===== src/rtl/image_streamer.sv =====
// image_streamer
//   Transmit side of the pixel stream feeding the 3x3 filter kernel. Walks an
//   OW x OH output raster (frame plus optional zero border). It reads interior
//   pixels from a synchronous-read RAM and emits one pixel per slot on data_o.
//   Each pixel is qualified by a one-cycle done_o strobe.
//
//   Ports
//     clk, rst        clock (rising edge), async active-high reset
//     start           launch one frame (only looked at while idle)
//     abort           drop the current frame on the next edge
//     mem_en/addr     RAM read request; mem_rdata returns one cycle later
//     data_o/done_o   pixel + strobe (data_o holds between strobes)
//     busy            frame in progress
//     frame_done      pulse alongside the final done_o of a frame
//
//   Pipeline: slot issue -> [1] RAM request + tag -> [2] RAM latency -> [3] output.
//   r_vld_pipe[k] is the valid bit of stage k; stage 3 valid is done_o itself.
module image_streamer #(
  parameter int IMG_W  = 256,
  parameter int IMG_H  = 256,
  parameter int ADDR_W = 16,
  parameter int PAD    = 1,
  parameter int GAP    = 0
) (
  input  logic              clk,
  input  logic              rst,
  input  logic              start,
  input  logic              abort,
  output logic              mem_en,
  output logic [ADDR_W-1:0] mem_addr,
  input  logic [7:0]        mem_rdata,
  output logic [7:0]        data_o,
  output logic              done_o,
  output logic              busy,
  output logic              frame_done
);

  localparam int OW   = IMG_W + 2*PAD;
  localparam int OH   = IMG_H + 2*PAD;
  localparam int MAXD = (OW > OH) ? OW : OH;
  localparam int CW   = $clog2(MAXD + 1);
  localparam logic [CW-1:0] OW_M1 = CW'(OW - 1);
  localparam logic [CW-1:0] OH_M1 = CW'(OH - 1);

  typedef enum logic [1:0] {S_IDLE, S_RUN, S_DRAIN} state_t;

  // Per-slot side information travelling alongside the RAM access.
  typedef struct packed {
    logic pad;   // border slot: emit zero instead of RAM data
    logic last;  // final slot of the frame
  } tag_t;

  state_t            r_state;
  logic [CW-1:0]     r_row, r_col;
  logic [3:0]        r_gap;
  logic [ADDR_W-1:0] r_raddr;
  logic [3:1]        r_vld_pipe;
  tag_t [2:1]        r_tag;

  logic w_issue, w_last, w_int;

  // A slot is issued in RUN whenever the inter-slot gap counter has expired.
  assign w_issue = (r_state == S_RUN) && (r_gap == 4'd0);
  assign w_last  = (r_row == OH_M1) && (r_col == OW_M1);
  // With a one-pixel border, the border is exactly the first/last row and column.
  assign w_int   = (PAD == 0) ||
                   ((r_row != '0) && (r_row != OH_M1) &&
                    (r_col != '0) && (r_col != OW_M1));

  assign done_o = r_vld_pipe[3];

  always_ff @(posedge clk or posedge rst) begin
    if (rst) begin
      r_state    <= S_IDLE;
      r_row      <= '0;
      r_col      <= '0;
      r_gap      <= '0;
      r_raddr    <= '0;
      r_vld_pipe <= '0;
      r_tag      <= '0;
      mem_en     <= 1'b0;
      mem_addr   <= '0;
      data_o     <= '0;
      busy       <= 1'b0;
      frame_done <= 1'b0;
    end else begin
      mem_en <= 1'b0;
      if (abort && (r_state != S_IDLE)) begin
        // Flush: in-flight slots are dropped, nothing more is emitted.
        r_state    <= S_IDLE;
        busy       <= 1'b0;
        r_vld_pipe <= '0;
        frame_done <= 1'b0;
      end else begin
        r_vld_pipe <= {r_vld_pipe[2:1], w_issue};
        r_tag[2]   <= r_tag[1];
        frame_done <= r_vld_pipe[2] & r_tag[2].last;
        if (r_vld_pipe[2])
          data_o <= r_tag[2].pad ? 8'd0 : mem_rdata;

        unique case (r_state)
          S_IDLE: begin
            if (start) begin
              r_state <= S_RUN;
              busy    <= 1'b1;
              r_row   <= '0;
              r_col   <= '0;
              r_gap   <= '0;
              r_raddr <= '0;
            end
          end
          S_RUN: begin
            if (w_issue) begin
              r_gap         <= 4'(GAP);
              r_tag[1].pad  <= ~w_int;
              r_tag[1].last <= w_last;
              // Interior pixels are visited in raster order, so the RAM
              // address is a plain running count of interior slots.
              if (w_int) begin
                mem_en   <= 1'b1;
                mem_addr <= r_raddr;
                r_raddr  <= r_raddr + ADDR_W'(1);
              end
              if (w_last) begin
                r_state <= S_DRAIN;
              end else if (r_col == OW_M1) begin
                r_col <= '0;
                r_row <= r_row + CW'(1);
              end else begin
                r_col <= r_col + CW'(1);
              end
            end else begin
              r_gap <= r_gap - 4'd1;
            end
          end
          S_DRAIN: begin
            // frame_done marks the final strobe; busy drops on the next edge.
            if (frame_done) begin
              r_state <= S_IDLE;
              busy    <= 1'b0;
            end
          end
          default: r_state <= S_IDLE;
        endcase
      end
    end
  end

endmodule


===== config.mk =====
export PLATFORM = sky130hd
export DESIGN_NAME = image_streamer
export DESIGN_NICKNAME = d
export VERILOG_FILES = /design/src/rtl/image_streamer.sv
export SDC_FILE = /design/constraint.sdc
export NUM_CORES = 1
export LEC_CHECK = 0
export ABC_AREA = 0
export BUFFER_PORTS_ARGS = -buffer_cell sky130_fd_sc_hd__buf_4
export CAP_MARGIN = 20
export CORE_AREA = 5 5 142 76
export CTS_CLUSTER_DIAMETER = 150
export DETAILED_ROUTE_END_ITERATION = 16
export DIE_AREA = 0 0 147 81
export GPL_TIMING_DRIVEN = 0
export PLACE_DENSITY_LB_ADDON = 0.15
export SLEW_MARGIN = 0
export SYNTH_ARGS = -nofsm -noshare
export SYNTH_HDL_FRONTEND = slang
export SYNTH_SLANG_ARGS = --single-unit

===== constraint.sdc =====
create_clock -name clk -period 4.2 [get_ports clk]
set_input_delay 0.63 -clock clk [delete_from_list [all_inputs] [get_ports clk]]
set_output_delay 0.63 -clock clk [all_outputs]
set_load 0.01 [all_outputs]

==> run_results.csv, run 1 <==
group,metric,value,unit
placed_design,place_inst,516,
critical_path,cp.required,4.41,ns
critical_path,crit_family,"simple AND/OR/NAND/NOR gates",
cts,htreeDepth,3,
routing,dr.first_iter.drc_count,184,
critical_path,regToRegStartpoint,"r_gap[0]",
critical_path,crit_chain,"inv_1, ha_1, or3b_1, clkbuf_1, or2_1, inv_2, o221ai_2, buf_4, mux2_1",
layout,diodes,0,
grt,antenna_found_initial,0,
layout,finalCoreUtilization,0.467,
critical_path,cpMaxStageDelayCell,"dfrtp_1",
synthesis,synth.area.top_cells,"dfrtp_1 52%, o21ai_0 6.5%, nand2_1 4.2%, mux2_1 3.2%, a21oi_1 3.0%",
critical_path,cp_num_buf_inv,4,
flow_run,maxCapViolCount,0,
layout,synthToLayoutAreaGrowth,22.1,%
grt,grt_overflow,0,
die,start_util,0.383,
synthesis,netlist.area_leader.share,0.521,
routing,routed_wl,7620,µm
layout,nets,426,
cts,ctsHoldBuffers,0,
sta,max_slew_margin,0.471,
cts,clk_path_buf_depth,2,
critical_path,startpoint,"r_gap[0]",
cts,path_clk_slew,0.06,ns
sta,layout_min_cycle_time,2.48,ns
sta,maxSlewViolCount,0,
layout,mostFrequentLayoutCells,"74 x dfrtp_1, 46 x o21ai_0, 41 x buf_4",
sta,clock.fmax,0.403,GHz
synthesis,synth_nets,374,
synthesis,synth_edf_count,0,
synthesis,yosysSeqAreaShare,0.521,
routing,ant_nets,0,
critical_path,end_kind,"flip-flop",
power,leakage,1.93,nW
synthesis,ys.flop_type,"dfrtp_1",
routing,num_vias,2781,
placed_design,io_buffers,39,
die,core.rowCount,25,
routing,drc,0,
routing,vias_per_cell,5.23,
synthesis,synthArstFlopShare,1.00,
cts,cts_tree,"yes",
critical_path,max_stage_delay,0.40,ns
critical_path,crit_arrival,2.69,ns
critical_path,critPathKind,"flip-flop to flip-flop",
critical_path,path_max_fanout,10,
grt,grt_pass1_wl,13200,µm
outcome,outcome,"finished clean",
cts,insertion_delay,0.33,ns
placed_design,dp.final_hpwl,5540,µm
power,power.density,508,mW/mm²
synthesis,avgSynthCellArea,10.0,µm²
sta,fin_crit_sh,0.590,
routing,wl_per_cell,14.3,µm
cts,numCtsBuffers,9,
grt,grt_max_degree,58,
synthesis,yosys_warnings,0,
grt,grtUsageTotal,0.138,
sta,tightestPinTransition,0.785,ns
cts,post_cts_resized,0,
power,max-vdd-ir-drop,0.213,mV
sta,hold_viol,0,
layout,fin_cells,532,
die,die_h,81,µm
layout,drive_above_1_share,0.187,
die,ios,40,
synthesis,netlist_instances,354,
sta,finalClockSkew,0.00496,ns
placed_design,gp_congestion,0.798,
die,die_area,0.0119,mm²
sta,finalSetupTns,0,ns
synthesis,syn-cell-area,0.00356,mm²
sta,rsz0062_at_grt,"false",
synthesis,synth-seq-cells,74,
power,totalPowerFinal,2.20,mW
layout,final_common_cell,"dfrtp_1",
cts,post_cts_buffers,0,
synthesis,synth_cell_types,49,
cts,cts_root_buffer,"clkbuf_16",
grt,grt_pass1_vias,2747,
min_path,min_path_type,"input port to asynchronous set/reset pin",
die,die_w,147,µm
sta,setup_viol,0,
critical_path,cp-start-kind,"flip-flop",
die,core,0.00929,mm²
synthesis,yosys.area.top_type,"dfrtp_1",
routing,dr.pass1.iters,4,
cts,clock-sinks,74,
-- area by class of cell --
type / instances / area, µm²
clock inverter: 6 / 66.3
sequential: 74 / 1850
inverter: 15 / 58.8
multi-input combinational: 254 / 1600
buffer: 11 / 51.3
clock buffer: 10 / 239
timing repair buffer: 41 / 325
fill: 873 / 4950
tap: 121 / 151
-- stage by stage --
stage / hold slack [ns] / setup WS [ns] / instance area, µm²
after detailed placement: 0.435 / 1.73 / 4040
after global placement: 0.441 / 0.796 / 4000
final: 0.243 / 1.72 / 4340
after global routing: 0.254 / 1.56 / 4340
after floorplan: 0.428 / 1.69 / 3560
after CTS: 0.240 / 1.72 / 4340
-- Yosys cell counts (2+ instances only) --
master     n
a21oi_1   21
nand4_1    6
dfrtp_1   74
or2_2      2
or4_1      9
mux2_1    10
o21ai_0   46
nand4b_1   3
and2_1     2
nand2_1   40
nand2b_1  10
nor3_1     6
or2_1      2
buf_4      2
ha_1       8
mux2_2     4
nor2_1    16
nor2b_1    4
a22o_1     3
o31ai_1    7
or3b_1     2
inv_1     14
nand3_1   14
and3_1     2
mux2i_1    3
or3_1     14
clkbuf_1   7
buf_2      2
-- sequential cells by signal (all words and copies together), names as in the netlist --
name        cells
r_tag           4
r_gap           4
data_o          8
mem_addr       16
busy            1
mem_en          1
r_raddr        16
r_col           9
r_state         2
r_vld_pipe      3
r_row           9
frame_done      1
-- power by group --
part / total, mW / leakage, nW / switching, mW / internal, mW
logic: 0.504 / 0.775 / 0.285 / 0.219
clock network: 0.771 / 0.152 / 0.295 / 0.477
registers: 0.928 / 1.01 / 0.110 / 0.818
total: 2.20 / 1.93 / 0.690 / 1.51
-- logic make-up after synthesis --
group / Yosys count / share of synthesized area
simple gates: 140 / 0.219
mux: 17 / 0.0528
xor+xnor: 2 / 0.00493
compound gates: 87 / 0.145
flops: 74 / 0.521
fa+ha+maj: 8 / 0.0282
buf+inv: 26 / 0.0303
-- per-layer routing --
| metal | vias up | GRT usage | part of all wire |
|---|---|---|---|
| met5 | - | 0 | 0 |
| met4 | 0 | 0.0548 | 0.0088 |
| met3 | 6 | 0.0396 | 0.040 |
| met2 | 47 | 0.229 | 0.48 |
| met1 | 1351 | 0.172 | 0.48 |
| li1 | 1377 | - | - |
-- path summary, 6_finish.rpt --
kind                                 end  slack, ns  depth (start not counted)
setup / recovery             mem_addr[8]       1.72                          9
hold / removal                    mem_en       0.24                          2
setup reg to reg             mem_addr[8]       1.72                          9
hold reg to reg            r_vld_pipe[2]       0.45                          1
max in group asynchronous       r_row[3]       3.41                          3
min in group clk           r_vld_pipe[2]       0.45                          1
No activity file was read; power rests on OpenSTA's default activity.
==> run 2, diff against run 1 <==
- clock period: 4.2 -> 2.1 ns (I/O delays scaled with it)
==> run_results.csv, run 2 (synthesized netlist as in run 1, its figures left out) <==
group,metric,value,unit
outcome,outcome,"complete, but fails checks",
outcome,violations,"setup timing",
cts,clk_path_buf_depth,2,
routing,num_vias,2885,
critical_path,path_max_fanout,6,
critical_path,cp.required,2.37,ns
critical_path,endpoint,"r_raddr[8]",
critical_path,crit_arrival,2.49,ns
critical_path,end_kind,"flip-flop",
layout,synthToLayoutAreaGrowth,32.8,%
critical_path,r2r_setup_slack,-0.12,ns
routing,wl_per_cell,15.6,µm
die,core.rowCount,25,
layout,nets,445,
die,ios,40,
sta,hold_ws,0.167,ns
routing,ant_nets,0,
flow_run,maxCapViolCount,0,
sta,finalClockSkew,0.00868,ns
die,die_w,147,µm
cts,numCtsBuffers,9,
grt,grt_max_degree,42,
cts,htreeDepth,3,
placed_design,io_buffers,39,
layout,final_common_cell,"dfrtp_1",
die,core,0.00929,mm²
critical_path,worst-r2r-cell-count,8,
grt,antenna_found_initial,0,
sta,layout_min_cycle_time,2.22,ns
critical_path,regToRegStartpoint,"r_gap[1]",
routing,vias_per_cell,5.24,
layout,drive_above_1_share,0.326,
power,max-vdd-ir-drop,0.446,mV
layout,mostFrequentLayoutCells,"72 x dfrtp_1, 55 x buf_4, 43 x o21ai_0",
routing,drc,0,
sta,fin_crit_sh,1.06,
sta,layout_setup_ws,-0.124,ns
sta,tightestPinTransition,0.919,ns
placed_design,dp.final_hpwl,5880,µm
placed_design,place_inst,516,
critical_path,critPathKind,"flip-flop to flip-flop",
layout,fin_cells,551,
routing,dr.first_iter.drc_count,119,
die,die_h,81,µm
power,power.density,1000,mW/mm²
sta,rsz0062_at_grt,"true",
sta,clock.fmax,0.450,GHz
cts,path_clk_slew,0.06,ns
power,leakage,2.10,nW
cts,insertion_delay,0.34,ns
sta,finalSetupTns,-0.467,ns
cts,ctsHoldBuffers,0,
critical_path,cp-start-kind,"flip-flop",
sta,max_slew_margin,0.386,
layout,diodes,0,
sta,hold_viol,0,
critical_path,startpoint,"r_gap[1]",
routing,routed_wl,8610,µm
grt,grt_overflow,0,
grt,grt_pass1_vias,2951,
sta,setup_viol,12,
cts,clock-sinks,74,
cts,cts_tree,"yes",
cts,cts_root_buffer,"clkbuf_16",
grt,grt_pass1_wl,14700,µm
die,die_area,0.0119,mm²
sta,maxSlewViolCount,0,
layout,top_regs,"mem_addr: 16 flops, r_raddr: 16 flops",
grt,grtUsageTotal,0.155,
die,start_util,0.383,
critical_path,rr_endpoint,"r_raddr[8]",
routing,dr.pass1.iters,4,
placed_design,gp_congestion,0.806,
min_path,min_path_type,"input port to asynchronous set/reset pin",
[run 2: cell types whose count changed in the layout (fill, tap and decap cells not counted), sizes merged]
cell,before,now
buf,45,66
clkinvlp,0,3
clkinv,5,3
clkbuf,17,14
[run 2: through the flow]
step                      area, µm²  total power [mW]  setup slack, ns  utilization
final                          4720              4.73           -0.124        0.508
after global routing           4720              5.03           -0.200        0.508
after CTS                      4590              4.67           -0.104        0.494
after detailed placement       4050              2.95           -0.395        0.436
after global placement         4020              2.90           -0.340        0.433
after floorplan                3580              2.53         0.000643            -
[run 2: worst min path at each step]
stage	start	endpoint	cells past startpoint
final	rst	r_gap[2]	2
after global routing	mem_rdata[4]	data_o[4]	3
after CTS	rst	r_row[3]	2
after detailed placement	r_vld_pipe[1]	r_vld_pipe[2]	1
after global placement	r_vld_pipe[1]	r_vld_pipe[2]	1
after floorplan	r_vld_pipe[1]	r_vld_pipe[2]	1
[run 2: final cells by class]
cell class | instances | area (µm²)
buffer | 9 | 66.3
clock buffer | 9 | 225
clock inverter | 7 | 68.8
fill | 841 | 4570
inverter | 15 | 65.1
multi-input combinational | 254 | 1780
sequential | 74 | 1850
tap | 121 | 151
timing repair buffer | 62 | 507
[run 2: report_power, final]
group          total (mW)  switching (mW)  internal [mW]
Sequential           1.84           0.203           1.64
Clock                1.53           0.617          0.917
Combinational        1.36           0.715          0.641
Total                4.73            1.54           3.20
[run 2: worst max-delay path, stage by stage (launching register included)]
cell and delay (ns):
dfrtp_1 0.40, inv_2 0.08, ha_4 0.14, or3b_4 0.41, a22oi_2 0.19, buf_4 0.16, nand3_4 0.12, or4_4 0.51
a21oi_2 0.15
[run 2: metal layers]
metal,track usage,wire length (µm),vias to the layer above
li1,-,-,1423
met1,0.197,4030,1398
met2,0.260,4140,54
met3,0.0491,345,10
met4,0.0428,91,0
met5,0,0,-
[run 2: what timing repair did]
item                       CTS  global route
pin swaps                   22            12
cloned                       1             0
hold endpoints to repair     0             0
setup buffers               15             6
setup endpoints to repair   52            58
resized for setup           32            35
==> run 3, diff against run 2 <==
- clock period: 2.1 -> 2.2 ns (I/O delays scaled with it)
==> run_results.csv, run 3 (synthesized netlist as in run 1, its figures left out) <==
group,metric,value,unit
layout,seqCellArea,0.00186,mm²
critical_path,cp_num_buf_inv,2,
critical_path,crit_arrival,2.49,ns
grt,grt_pass1_vias,2784,
layout,top_regs,"mem_addr: 16 flops, r_raddr: 16 flops",
sta,layout_min_cycle_time,2.23,ns
cts,cts_root_buffer,"clkbuf_16",
critical_path,end_kind,"flip-flop",
cts,path_clk_slew,0.06,ns
grt,grt_max_degree,31,
power,leakage,2.11,nW
die,ios,40,
sta,clock.fmax,0.449,GHz
routing,drc,0,
layout,nets,446,
critical_path,path_max_fanout,6,
sta,setup_viol,1,
placed_design,dp.final_hpwl,5730,µm
layout,diodes,0,
layout,final_area,0.00474,mm²
layout,synthToLayoutAreaGrowth,33.3,%
critical_path,crit_family,"simple AND/OR/NAND/NOR gates",
routing,ant_nets,0,
sta,layout_setup_ws,-0.0271,ns
grt,grtUsageTotal,0.141,
routing,vias_per_cell,5.29,
die,die_w,147,µm
layout,mostFrequentLayoutCells,"71 x dfrtp_1, 58 x buf_4, 44 x o21ai_0",
routing,dr.first_iter.drc_count,173,
die,start_util,0.383,
critical_path,cp-start-kind,"flip-flop",
sta,fin_crit_sh,1.01,
outcome,violations,"hold timing, setup timing",
sta,rsz0062_at_grt,"true",
grt,antenna_found_initial,0,
cts,numCtsBuffers,9,
grt,grt_overflow,0,
critical_path,critPathKind,"flip-flop to flip-flop",
flow_run,maxCapViolCount,0,
power,max-vdd-ir-drop,0.384,mV
routing,routed_wl,8260,µm
routing,dr.pass1.iters,4,
die,die_h,81,µm
die,die_area,0.0119,mm²
sta,tightestPinTransition,0.761,ns
cts,cts_tree,"yes",
die,core,0.00929,mm²
outcome,outcome,"complete, but fails checks",
placed_design,gp_congestion,0.800,
sta,max_slew_margin,0.487,
cts,htreeDepth,3,
sta,hold_ws,-0.00227,ns
placed_design,io_buffers,39,
cts,ctsHoldBuffers,0,
layout,final_common_cell,"dfrtp_1",
layout,multi_input_area,0.00180,mm²
layout,drive_above_1_share,0.318,
sta,maxSlewViolCount,0,
power,power.density,947,mW/mm²
sta,finalClockSkew,0.00999,ns
routing,wl_per_cell,15.0,µm
min_path,min_path_type,"input port to asynchronous set/reset pin",
critical_path,cp.required,2.47,ns
die,core.rowCount,25,
cts,clk_path_buf_depth,2,
cts,insertion_delay,0.34,ns
cts,clock-sinks,74,
critical_path,max_stage_delay,0.51,ns
sta,hold_viol,4,
critical_path,crit_chain,"inv_1, ha_2, or3b_4, a22oi_2, buf_4, nand3_4, or4_4, a21oi_2",
placed_design,dpl_cell_area,0.00405,mm²
grt,grt_pass1_wl,13400,µm
routing,num_vias,2921,
critical_path,cpMaxStageDelayCell,"or4_4",
layout,n_fill_cell,843,
placed_design,dp_slack,-0.268,ns
run 3: routing by layer:
layer,wire length (µm),vias up,GRT usage
met3,392,7,0.0452
met2,3970,54,0.235
met1,3790,1443,0.175
met4,95,0,0.0493
li1,-,1417,-
met5,0,-,0
run 3: report_power, final:
part           switching [mW]  total (mW)  internal [mW]
logic                   0.659        1.25          0.595
clock network           0.583        1.46          0.882
registers               0.203        1.77           1.57
run 3: worst register-to-register path, delay by kind of cell, from the launching register on:
family / cells / cell delay, ns
adders and majority gates: 1 / 0.18
buffers and inverters: 2 / 0.22
and+or+nand+nor: 3 / 1.03
DFF: 1 / 0.40
AOI/OAI and AO/OA: 2 / 0.32
run 3: metrics by stage:
step / hold slack [ns] / cells / power (mW) / util / setup TNS [ns]
3_5_place_dp: 0.367 / 517 / 2.79 / 0.436 / -4.95
4_1_cts: 0.00738 / 539 / 4.34 / 0.479 / 0
5_1_grt: 0.0241 / 552 / 4.76 / 0.510 / -0.396
3_3_place_gp: 0.440 / 514 / 2.74 / 0.431 / -4.84
6_report: -0.00227 / 552 / 4.49 / 0.510 / -0.0271
2_1_floorplan: 0.428 / 354 / 2.39 / - / 0
run 3: final timing paths:
kind                       depth (start not counted)          start            end  slack (ns)
setup reg to reg                                   8       r_gap[1]     r_raddr[8]       -0.03
setup / recovery                                   8       r_gap[1]     r_raddr[8]       -0.03
hold reg to reg                                    1  r_vld_pipe[1]  r_vld_pipe[2]        0.46
min in group clk                                   3   mem_rdata[5]      data_o[5]        0.25
hold / removal                                     2            rst           busy      -0.002
max in group asynchronous                          4            rst     r_raddr[0]        1.49
run 3: cell type report:
type                    count  area share
plain buffers               9      0.0135
multi-input cells         254       0.379
flip-flops and latches     74       0.392
inverters                  15      0.0132
clock buffers              10      0.0483
well taps                 121      0.0320
clock inverters             6      0.0140
repair buffers             63       0.108
run 3: timing repair:
| item | CTS | global route |
|---|---|---|
| buffers inserted | 6 | 14 |
| resized for setup | 10 | 50 |
| pin swaps | 2 | 16 |
| hold endpoints to repair | 0 | 0 |
| endpoints found under the setup margin | 42 | 52 |
| cloned | 1 | 0 |
